File: config.mk
export PLATFORM = sky130hd
export DESIGN_NAME = approx_mul_pipe
export DESIGN_NICKNAME = d
export VERILOG_FILES = /design/src/rtl/approx_mul_pipe_pkg.sv /design/src/rtl/approx_mul_pipe_quad.sv /design/src/rtl/approx_mul_pipe.sv
export SDC_FILE = /design/constraint.sdc
export NUM_CORES = 1
export LEC_CHECK = 0
export CORE_MARGIN = 2
export CORE_UTILIZATION = 50
export CTS_CLUSTER_SIZE = 28
export DETAILED_ROUTE_END_ITERATION = 8
export GPL_TIMING_DRIVEN = 0
export PLACE_DENSITY = 0.71
export SYNTH_ARGS = -nofsm -noshare
export SYNTH_HDL_FRONTEND = slang
export SYNTH_SLANG_ARGS = --single-unit
File: constraint.sdc
create_clock -name clk -period 3.2 [get_ports clk]
set_input_delay 0.8 -clock clk [delete_from_list [all_inputs] [get_ports clk]]
set_output_delay 0.8 -clock clk [all_outputs]
set_load 0.01 [all_outputs]
File: src/rtl/approx_mul_pipe_pkg.sv
// Shared definitions for the approximate multiplier pipeline: quadrant indices,
// the carried mode word and a behavioural reference product.
package approx_mul_pipe_pkg;

  localparam int QLL = 0;
  localparam int QLH = 1;
  localparam int QHL = 2;
  localparam int QHH = 3;

  // {add_apx, mode[3:0]}
  typedef logic [4:0] mode_t;

  // Behavioural product for operands up to 32 bits (hw <= 16).
  function automatic logic [63:0] ref_prod(input int hw, input int trunc, input int or_bits,
                                           input logic [31:0] a, input logic [31:0] b,
                                           input mode_t m);
    logic [63:0] hmask, keep, omask, al, ah, bl, bh, mid;
    logic [63:0] q [4];
    hmask = (64'd1 << hw) - 64'd1;
    keep  = ~((64'd1 << trunc) - 64'd1);
    omask = (64'd1 << or_bits) - 64'd1;
    al = {32'd0, a} & hmask;
    ah = ({32'd0, a} >> hw) & hmask;
    bl = {32'd0, b} & hmask;
    bh = ({32'd0, b} >> hw) & hmask;
    q[QLL] = al * bl;
    q[QLH] = al * bh;
    q[QHL] = ah * bl;
    q[QHH] = ah * bh;
    for (int i = 0; i < 4; i++)
      if (m[i]) q[i] = q[i] & keep;
    if (m[4])
      mid = (((q[QLH] >> or_bits) + (q[QHL] >> or_bits)) << or_bits)
          | ((q[QLH] | q[QHL]) & omask);
    else
      mid = q[QLH] + q[QHL];
    return (q[QHH] << (2 * hw)) + (mid << hw) + q[QLL];
  endfunction

endpackage

File: src/rtl/approx_mul_pipe_quad.sv
// Combinational HW x HW quadrant multiplier; when apx is set the low TRUNC
// product bits are forced to zero.
module approx_quad_mul #(
  parameter int HW    = 4,
  parameter int TRUNC = 2
) (
  input  logic [HW-1:0]   x,
  input  logic [HW-1:0]   y,
  input  logic            apx,
  output logic [2*HW-1:0] q
);

  localparam logic [2*HW-1:0] KEEP = {(2*HW){1'b1}} << TRUNC;

  logic [2*HW-1:0] full;

  assign full = {{HW{1'b0}}, x} * {{HW{1'b0}}, y};
  assign q    = apx ? (full & KEEP) : full;

endmodule

File: src/rtl/approx_mul_pipe.sv
// Three-stage elastic 2HW x 2HW multiplier: S1 operands, S2 quadrant
// sub-products, S3 recombined product. Per-transaction approximation control.
module approx_mul_pipe
  import approx_mul_pipe_pkg::*;
#(
  parameter int HW      = 4,
  parameter int TRUNC   = 2,
  parameter int OR_BITS = 2
) (
  input  logic            clk,
  input  logic            rst_n,
  input  logic            in_valid,
  output logic            in_ready,
  input  logic [2*HW-1:0] a,
  input  logic [2*HW-1:0] b,
  input  logic [3:0]      mode,
  input  logic            add_apx,
  output logic            out_valid,
  input  logic            out_ready,
  output logic [4*HW-1:0] prod,
  output logic [4:0]      out_mode
);

  localparam int W2 = 2 * HW;
  localparam int W4 = 4 * HW;
  localparam logic [W4-1:0] OR_MASK = ~({W4{1'b1}} << OR_BITS);

  logic                rdy_en;
  logic                s1_v, s2_v, s3_v;
  logic                s1_ld, s2_ld, s3_ld;
  logic [W2-1:0]       s1_a, s1_b;
  mode_t               s1_m, s2_m, s3_m;
  logic [3:0][W2-1:0]  quad_q;
  logic [3:0][W2-1:0]  s2_q;
  logic [W4-1:0]       s3_p;
  logic [W4-1:0]       ll, lh, hl, hh, mid, prod_nx;

  // A stage loads when empty or when its occupant moves on this cycle.
  assign s3_ld    = !s3_v || out_ready;
  assign s2_ld    = !s2_v || s3_ld;
  assign s1_ld    = !s1_v || s2_ld;
  assign in_ready = rdy_en && s1_ld;

  always_ff @(posedge clk or negedge rst_n) begin
    if (!rst_n) rdy_en <= 1'b0;
    else        rdy_en <= 1'b1;
  end

  always_ff @(posedge clk or negedge rst_n) begin
    if (!rst_n) begin
      s1_v <= 1'b0;
      s1_a <= '0;
      s1_b <= '0;
      s1_m <= '0;
    end else if (s1_ld) begin
      s1_v <= in_valid && in_ready;
      if (in_valid && in_ready) begin
        s1_a <= a;
        s1_b <= b;
        s1_m <= {add_apx, mode};
      end
    end
  end

  approx_quad_mul #(.HW(HW), .TRUNC(TRUNC)) u_ll (
    .x(s1_a[HW-1:0]), .y(s1_b[HW-1:0]), .apx(s1_m[QLL]), .q(quad_q[QLL]));
  approx_quad_mul #(.HW(HW), .TRUNC(TRUNC)) u_lh (
    .x(s1_a[HW-1:0]), .y(s1_b[W2-1:HW]), .apx(s1_m[QLH]), .q(quad_q[QLH]));
  approx_quad_mul #(.HW(HW), .TRUNC(TRUNC)) u_hl (
    .x(s1_a[W2-1:HW]), .y(s1_b[HW-1:0]), .apx(s1_m[QHL]), .q(quad_q[QHL]));
  approx_quad_mul #(.HW(HW), .TRUNC(TRUNC)) u_hh (
    .x(s1_a[W2-1:HW]), .y(s1_b[W2-1:HW]), .apx(s1_m[QHH]), .q(quad_q[QHH]));

  always_ff @(posedge clk or negedge rst_n) begin
    if (!rst_n) begin
      s2_v <= 1'b0;
      s2_q <= '0;
      s2_m <= '0;
    end else if (s2_ld) begin
      s2_v <= s1_v;
      if (s1_v) begin
        s2_q <= quad_q;
        s2_m <= s1_m;
      end
    end
  end

  // Approximate adder: OR the low OR_BITS, add the rest with no carry from below.
  always_comb begin
    ll  = W4'(s2_q[QLL]);
    lh  = W4'(s2_q[QLH]);
    hl  = W4'(s2_q[QHL]);
    hh  = W4'(s2_q[QHH]);
    mid = lh + hl;
    if (s2_m[4])
      mid = (((lh >> OR_BITS) + (hl >> OR_BITS)) << OR_BITS) | ((lh | hl) & OR_MASK);
    prod_nx = (hh << W2) + (mid << HW) + ll;
  end

  always_ff @(posedge clk or negedge rst_n) begin
    if (!rst_n) begin
      s3_v <= 1'b0;
      s3_p <= '0;
      s3_m <= '0;
    end else if (s3_ld) begin
      s3_v <= s2_v;
      if (s2_v) begin
        s3_p <= prod_nx;
        s3_m <= s2_m;
      end
    end
  end

  assign out_valid = s3_v;
  assign prod      = s3_p;
  assign out_mode  = s3_m;

endmodule

== Yosys cells after proc, flatten, opt, wreduce, memory -nomap -nowiden ==
Cells that the tools add are included.
Cells by class
  $add $sub $neg: 4
  multipliers: 4
  div/mod/pow operators: 0
  order comparisons: 0
  equality and inequality tests: 0
  shifts and indexed selects: 0
  multiplexer cells: 5
  bitwise operators: 2
  reductions and logical operators: 11
Operators by type and width (count)
  4-bit by 4-bit multiplier with 8-bit output: 4
  16-bit adder: 1
  16-bit by 8-bit adder with 16-bit output: 1
  8-bit by 8-bit adder with 9-bit output: 1
  9-bit two-way mux: 1
  9-bit by 2-bit bitwise OR with 9-bit output: 1
  2-bit two-way mux: 4
  6-bit by 6-bit adder with 7-bit output: 1
  2-bit AND reduction: 3
  1-bit zero test: 3
  1-bit logical OR: 3
  1-bit logical AND: 2
  2-bit bitwise OR: 1
Storage, ports and cells
  bits in registers: 83
  latch bits: 0
  memory bits (writable): 0
  memory bits (read-only): 0
  memories: 0

== Longest topological paths before layout ==
  word-level depth: 7
  mapped depth: 15
  mapped depth without buffers: 15

== Cells and area by module ==
Synthesis repeated with hierarchy kept, for this count alone.
Second synthesis, totals
  cells, all modules: 519
  area, all modules: 5733.0 sq um
By module, submodules not included
  approx_mul_pipe: instances 1, cells an instance 307, area an instance 3913.8 sq um, sequential area each 2077.0 sq um
  approx_quad_mul at u_lh ...: instances 2, cells an instance 53, area an instance 455.4 sq um, sequential area each 0.0 sq um
  approx_quad_mul at u_hh ...: instances 2, cells an instance 53, area an instance 454.2 sq um, sequential area each 0.0 sq um

== Least setup slack after synthesis ==
OpenSTA, ideal clock, no wires.
  path kind: register -> register
  start point: reg s2_q (netlist bit lh[1])
  end point: reg s3_p[14], in the netlist prod[14]
  data arrival time: 2695 ps
  required time: 3077 ps
  setup slack: 382 ps
  cell stages (with the launch flop): 16
  path buffers: 0
  path through: dfrtp_1 > inv_1 > ha_1 > a21oi_1 > nor4_1 > or2_1 > a21o_1 > a21oi_1 > xnor2_1 > ha_1 > nand3_1 > nor3_1 > o31a_1 > o21ai_1 > xor2_1 > o21ai_1
On the way
  word-level cells in the longest chain between the ends: 5
  elaborated cells on any way between the ends: 6
  those cells by class: add/sub (3); mux (1); bitwise (2)
Ends and longest elaborated chain
  from (decl): RTL line approx_mul_pipe.sv:34  | logic [3:0][W2-1:0] s2_q;
  from (signal assigned): RTL line approx_mul_pipe.sv:82  | s2_q <= quad_q;
  branches (longest 2 deep; another with 8-bit by 8-bit adder with 9-bit output)
  9-bit two-way mux (*): RTL line approx_mul_pipe.sv:95  | if (s2_m[4])
  16-bit adder (*): RTL line approx_mul_pipe.sv:97  | prod_nx = (hh << W2) + (mid << HW) + ll;
  16-bit by 8-bit adder with 16-bit output (*): RTL line approx_mul_pipe.sv:97
  to (signal assigned): RTL line approx_mul_pipe.sv:108  | s3_p <= prod_nx;
  to (decl): RTL line approx_mul_pipe.sv:35  | logic [W4-1:0] s3_p;
Every way passes the cells marked *.
A chain may end at the register's enable or synchronous reset.

== Worst setup path in the final report ==
  start point: reg s2_q (netlist bit lh[4])
  end point: reg s3_p[14], in the netlist prod[14]
On the way
  word-level cells in the longest chain between the ends: 5
  elaborated cells on any way between the ends: 6
  those cells by class: add/sub (4); mux (1); bitwise (1)
Ends and longest elaborated chain
  6-bit by 6-bit adder with 7-bit output: RTL line approx_mul_pipe.sv:96  | mid = (((lh >> OR_BITS) + (hl >> OR_BITS)) << OR_BITS) | ((lh | hl) & OR_MASK);
  9-bit by 2-bit bitwise OR with 9-bit output: RTL line approx_mul_pipe.sv:96
  9-bit two-way mux (*): RTL line approx_mul_pipe.sv:95
  16-bit adder (*): RTL line approx_mul_pipe.sv:97
  16-bit by 8-bit adder with 16-bit output (*): RTL line approx_mul_pipe.sv:97
Every way passes the cells marked *; elsewhere a longest branch is shown, timed or not.

==> impl_metrics.env <==
export IMPL_grt_max_degree=71
export IMPL_start_kind="flip-flop"
export IMPL_holdCritPathClass="primary input to asynchronous set/reset pin"
export IMPL_ys_top_cells_by_area="dfrtp_1 38%, ha_1 15%, nand2_1 7.1%, fa_1 6.9%, mux2_2 6.7%"
export IMPL_post_synth_top_area_cell="dfrtp_1"
export IMPL_cp_max_fo=8
export IMPL_clock_fmax_mhz=327
export IMPL_worstSkewPairLatency_ns=0.36
export IMPL_grt_remaining_overflow=0
export IMPL_hold_buffers=0
export IMPL_numCtsBuffers=9
export IMPL_hold_violations=0
export IMPL_critical_path_arrival_ns=3.30
export IMPL_cts_clk_slew_worst_paths_ns=0.08
export IMPL_min_period_ns=3.06
export IMPL_total_power_mw=5.41
export IMPL_powerDensity_mw_per_mm2=820
export IMPL_chipHeight_um=109
export IMPL_row_count=38
export IMPL_dp_cells=737
export IMPL_netlist_instances=549
export IMPL_endpoint_kind="flip-flop"
export IMPL_io_buffers=47
export IMPL_die_w_um=109
export IMPL_grt_setup_unrepaired="yes"
export IMPL_maxCapViolations=0
export IMPL_worst_clock_skew_ns=0.00560
export IMPL_final_util=0.611
export IMPL_cp_data_required_time_ns=3.44
export IMPL_htreeDepth=3
export IMPL_synth_nets=661
export IMPL_p_leak_nw=3.22
export IMPL_ys_async_sr_fraction=1.00
export IMPL_die_area_mm2=0.0119
export IMPL_drt_iter0_markers=162
export IMPL_ios=48
export IMPL_dp_hpwl_um=8450
export IMPL_grt_pass1_vias=3912
export IMPL_core_area_mm2=0.0108
export IMPL_rrSetupSlack_ns=0.14
export IMPL_postSynthAreaPerCell_um2=10.0
export IMPL_synthToLayoutAreaGrowth_pct=19.6
export IMPL_drive_gt1_frac=0.176
export IMPL_wl_um=11400
export IMPL_clockRootBuffer="clkbuf_8"
export IMPL_ys_ff_latch=83
export IMPL_drtAntennaViolNets=0
export IMPL_synth_cell_area_mm2=0.00551
export IMPL_worstSetupPathType="flip-flop to flip-flop"
export IMPL_cts_tree="built"
export IMPL_status="finished, final reports clean"
export IMPL_vias=3972
export IMPL_gp_congestion=0.813
export IMPL_seq_area_frac_synth=0.377
export IMPL_ir_drop_mv=0.397
export IMPL_drc=0
export IMPL_setup_viol=0
export IMPL_wl_per_cell_um=14.8
export IMPL_grtUsageTotal=0.202
export IMPL_fillers=917
export IMPL_drv_slew=0
export IMPL_synth_top_area_frac=0.377
export IMPL_fin_crit_sh=0.955
export IMPL_nets=740
export IMPL_ctsLongestPathBuffers=2
export IMPL_synth_edf_count=0
export IMPL_final_cells=771
export IMPL_drt_pass1_iterations=4
export IMPL_yosys_cell_types_count=42
export IMPL_ys_warn_count=0
export IMPL_start_util=0.511
export IMPL_diodes=0
export IMPL_grt_pass1_wl_um=18600
export IMPL_routed_via_density=5.15
export IMPL_cts_sinks=83
export IMPL_synth_flop_cell="dfrtp_1"
export IMPL_antenna_found_initial=0
-- state kept, by name, summed over array words and instances (netlist names), 5 cells and up --
| name | cells |
|---|---|
| hh | 8 |
| hl | 8 |
| lh | 8 |
| ll | 8 |
| out_mode | 5 |
| prod | 16 |
| s1_a | 8 |
| s1_b | 8 |
| s1_m | 5 |
| s2_m | 5 |
-- stage by stage --
| step | cell area, um2 | hold WS [ns] | setup TNS (ns) | setup slack [ns] |
|---|---|---|---|---|
| after floorplan | 5510 | 0.433 | 0 | 0.382 |
| after global placement | 6160 | 0.457 | -129.42 | -1.57 |
| after detailed placement | 6180 | 0.462 | -0.0772 | -0.0674 |
| after CTS | 6390 | 0.281 | 0 | 0.0172 |
| after global routing | 6590 | 0.283 | -0.183 | -0.0823 |
| final | 6590 | 0.295 | 0 | 0.143 |
-- synth_stat cells, types with 6 or more instances --
| cell type | instances |
|---|---|
| nand2_1 | 104 |
| a21oi_1 | 21 |
| nand2b_1 | 8 |
| a21o_1 | 6 |
| xor2_1 | 16 |
| dfrtp_1 | 83 |
| inv_1 | 40 |
| o21ai_0 | 29 |
| buf_2 | 8 |
| and2_1 | 34 |
| nor2_1 | 13 |
| mux2_2 | 33 |
| ha_1 | 68 |
| xnor2_1 | 13 |
| fa_1 | 19 |
-- per-layer routing --
layer	global-route usage	vias up	wire length, um
met5	0	-	0
met3	0.0359	11	328
met2	0.341	61	5720
met4	0.0540	0	157
li1	-	1995	-
met1	0.269	1905	5190
-- final cells by class --
class,count,area (um2),share of cell area
Clock buffer,11,131,0.0199
Clock inverter,3,65.1,0.00987
Timing Repair Buffer,68,633,0.0960
Sequential cell,83,2090,0.317
Multi-Input combinational cell,413,3290,0.499
Tap cell,140,175,0.0266
Inverter,40,150,0.0228
Buffer,13,58.8,0.00892
-- cells in the final DEF (no fill, tap or decap), drive strengths merged --
cell type      netlist  routed
a211oi               3       3
mux2                35      35
a21o                 7       7
clkbuf               3      19
xnor2               13      13
mux2i                2       2
o31ai                5       5
o31a                 1       1
a31oi                1       1
nand2              104     104
nor2                13      13
xor2                16      16
ha                  68      68
fa                  19      19
nor4                 2       2
buf                 10      27
nand4bb              1       1
dfrtp               83      83
bufinv               0       2
a21boi               1       1
nand2b               8       8
nor3b                1       1
or4b                 1       1
a221oi               1       1
or2                  2       2
conb                 1       1
nor3                 2       2
inv                 40      40
nand4b               2       2
and2                34      34
o21bai               5       5
a21oi               24      24
o21ai               35      35
nand3                5       5
clkdlybuf4s50        0      46
or3                  1       1
clkinv               0       1
-- timing repair --
| item | in CTS | in global routing |
|---|---|---|
| setup buffers | 0 | 20 |
| gates resized for setup | 5 | 25 |
| pin swaps | 0 | 11 |
| endpoints found under the setup margin | 2 | 10 |
-- cell families after synthesis --
logic type,count (synthesis),share of synthesized area
compound gates,83,0.0915
fa+ha+maj,87,0.223
simple gates,176,0.149
other cells,1,0.000680
mux,37,0.0751
xor+xnor,29,0.0461
buf+inv,53,0.0379
flops,83,0.377
-- worst paths after layout --
path,endpoint,start,cells past startpoint
worst max-delay path,prod[14]$_DFFE_PN0P_,lh[4]$_DFFE_PN0P_,14
worst min-delay path,s1_a[2]$_DFFE_PN0P_,rst_n,1
worst max register to register,prod[14]$_DFFE_PN0P_,lh[4]$_DFFE_PN0P_,14
worst min register to register,prod[5]$_DFFE_PN0P_,prod[5]$_DFFE_PN0P_,2
max in group asynchronous,hh[3]$_DFFE_PN0P_,rst_n,2
min in group clk,prod[5]$_DFFE_PN0P_,prod[5]$_DFFE_PN0P_,2
-- where the power goes --
| part | total [mW] | internal [mW] | switching, mW | leakage (nW) |
|---|---|---|---|---|
| logic | 2.95 | 1.42 | 1.53 | 2.10 |
| registers | 1.65 | 1.38 | 0.269 | 1.02 |
| clock network | 0.803 | 0.431 | 0.372 | 0.0992 |
-- worst max-delay path: stages (launching register included) --
cell and delay [ns]:
dfrtp_1 0.41, ha_1 0.36, a21oi_1 0.16, o21ai_1 0.09
or2_1 0.23, a21o_1 0.21, a21oi_2 0.14, xnor2_1 0.14
ha_2 0.35, nand3_2 0.10, nor3_2 0.05, o31a_1 0.33
o21ai_2 0.13, xor2_1 0.17, o21ai_1 0.07
Note: power is estimated with default switching activity, not from simulation.
==> edit, RTL diff (config.mk and constraints unchanged) <==
Reset style: synchronous (`rst_n`), changed in 4 clocked blocks.
--- a/src/rtl/approx_mul_pipe.sv
+++ b/src/rtl/approx_mul_pipe.sv
@@ -41,12 +41,12 @@
   assign s1_ld    = !s1_v || s2_ld;
   assign in_ready = rdy_en && s1_ld;
 
-  always_ff @(posedge clk or negedge rst_n) begin
+  always_ff @(posedge clk) begin
     if (!rst_n) rdy_en <= 1'b0;
     else        rdy_en <= 1'b1;
   end
 
-  always_ff @(posedge clk or negedge rst_n) begin
+  always_ff @(posedge clk) begin
     if (!rst_n) begin
       s1_v <= 1'b0;
       s1_a <= '0;
@@ -71,7 +71,7 @@
   approx_quad_mul #(.HW(HW), .TRUNC(TRUNC)) u_hh (
     .x(s1_a[W2-1:HW]), .y(s1_b[W2-1:HW]), .apx(s1_m[QHH]), .q(quad_q[QHH]));
 
-  always_ff @(posedge clk or negedge rst_n) begin
+  always_ff @(posedge clk) begin
     if (!rst_n) begin
       s2_v <= 1'b0;
       s2_q <= '0;
@@ -97,7 +97,7 @@
     prod_nx = (hh << W2) + (mid << HW) + ll;
   end
 
-  always_ff @(posedge clk or negedge rst_n) begin
+  always_ff @(posedge clk) begin
     if (!rst_n) begin
       s3_v <= 1'b0;
       s3_p <= '0;
Behaviour: differs if rst_n is asserted again (counterexample within 4 cycles, from zero or initial values and one cycle with rst_n low); with rst_n held inactive, the same outputs for 4 cycles.
==> edit against the unedited design <==
- worst setup slack lost 0.033 ns
- first-iteration DRC count is 16% higher
- utilization decreased by 1.6 points
- area after synthesis increased by 2.0%
- routed wire length up 16%
- critical path depth is 9 lower
- final area down 1.7%
- global-route usage increased by 3.3 points
- sequential cell count stayed put
- count of clock-buffer cells in the layout unchanged
- largest cell class unchanged
- highest routed layer unchanged
Power is not compared: it rests on default switching activity, and its combinational part moved more than twofold at a synthesized area within 25%.
==> edit: results (changes against the unedited design) <==
[metrics] outcome: completed
[metrics] share of the yosys chip area belonging to registers: 29.6% (-8.1 points)
[metrics] crit path max-delay cell type: sky130_fd_sc_hd__clkdlybuf4s50_1
[metrics] gpl congestion: 0.849 (+4.4%)
[metrics] total wire length after detailed routing: 13.3 mm (+16%)
[metrics] Tot GR Track Use: 23.5% (+3.3 points)
[metrics] Worst R2R Path Depth: 12 (-2)
[metrics] Worst setup startpoint: out_ready
[metrics] top post-synthesis cells by area: sky130_fd_sc_hd__dfxtp_1 (30%), sky130_fd_sc_hd__ha_1 (15%), sky130_fd_sc_hd__nand2_1 (9.7%), sky130_fd_sc_hd__a21boi_0 (6.8%), sky130_fd_sc_hd__fa_1 (6.8%)
[metrics] DP Cell Count: 856 (+16%)
[metrics] clock root cell: sky130_fd_sc_hd__clkbuf_8
[metrics] nets in the synthesized netlist: 781 (+18%)
[metrics] R2R setup slack: 0.14 ns
[metrics] Fillers: 983 (+7.2%)
[metrics] final cycle utilization of the critical path: 96.6% (+1.0 points)
[metrics] Cell Area, Placed: 6270 um^2 (+1.4%)
[metrics] design internal power: 1530 uW
[metrics] Vias/cell: 5.34 (+3.6%)
[metrics] share of final-layout standard cells stronger than drive strength 1: 5.97% (-12 points)
[metrics] pin count of the biggest net entering global routing: 15 (-79%)
[metrics] area used by multi-input combinational logic: 3680 um^2 (+12%)
[metrics] count of port buffers added during placement: 47 (unchanged)
[metrics] CP Capture Point: in_ready
[metrics] Clock H-tree levels: 3 (unchanged)
[metrics] number of cells produced by synthesis: 669 (+22%)
[metrics] clock transition time at the flip-flop clock pins of the worst setup and hold paths: 0.08 ns (about the same)
[metrics] share of flip-flops with an asynchronous set or reset: 0% (-100 points)
[metrics] start point of the worst min-delay path: out_mode[3]
[metrics] reg-to-reg endpoint: prod[13]
[metrics] NumNets Final: 827 (+12%)
[metrics] synthesis warning total: 0 (unchanged)
[metrics] HPWL Detailed: 10.5 mm (+24%)
[metrics] clock latency reported for the late side of the worst-skew pair: 0.38 ns (+0.02 ns)
[metrics] worst-path maximum fanout: 4 (-4)
[metrics] worst hold slack across all endpoints: 0.466 ns (+0.171 ns)
[metrics] Yosys cell types: 48 (+14%)
[metrics] Clock Tree Buf Depth: 2 (unchanged)
[metrics] beginning of the worst register-to-register path: hl[0]
[metrics] average routed wire per standard cell: 15.4 um (+4.3%)
[metrics] clock skew after layout: 0.0201 ns (+0.0145 ns)
[metrics] number of design-rule violations left by the first detailed-router iteration: 188 (+16%)
[metrics] crit path DAT: 2.29 ns (-1.01 ns)
[metrics] family of cells with the greatest summed delay on the critical path: buffers and inverters
[metrics] Setup WS pre-CTS: -0.0851 ns (-0.0178 ns)
[metrics] vias in the first global route: 4492 (+15%)
[metrics] Largest stage delay, worst path: 0.52 ns (+0.11 ns)
[metrics] most used standard cells in the synthesized netlist: sky130_fd_sc_hd__nand2_1 (146), sky130_fd_sc_hd__dfxtp_1 (83), sky130_fd_sc_hd__ha_1 (68)
[metrics] global-route wire length before repair: 21.4 mm (+15%)
[metrics] class of the worst hold path: reg2reg
-- edit: repair_timing --
action / CTS / global route
setup buffers: 0 / 0
pin swaps: 1 / 1
endpoints found under the setup margin: 9 / 11
resized for setup: 2 / 20
cloned: 0 / 0
hold buffers: 0 / 0
-- edit: per-layer routing --
layer / global-route usage [%] / wire length, um / part of all wire (%)
met5: 0 / 0 / 0
met4: 9.04 / 301 / 2.3
met3: 5.00 / 535 / 4.0
met2: 40.0 / 6420 / 48
met1: 29.0 / 6000 / 45
-- edit: cell type report --
cell class	instances	area share, %
multi-input cells	507	56.8
flip-flops and latches	83	25.9
repair buffers	47	7.26
well taps	140	2.70
clock buffers	11	2.34
plain buffers	32	2.07
inverters	35	2.03
clock inverters	5	0.907
-- edit: kinds of logic after synthesis --
group,Yosys count,share of synthesized area (%)
adder cells (fa/ha/maj),87,21.9
XOR/XNOR,24,3.74
AO/OA/AOI/OAI,141,17.6
multiplexers,1,0.178
AND/OR/NAND/NOR,254,21.5
buffers and inverters,79,5.52
flip-flops,83,29.6
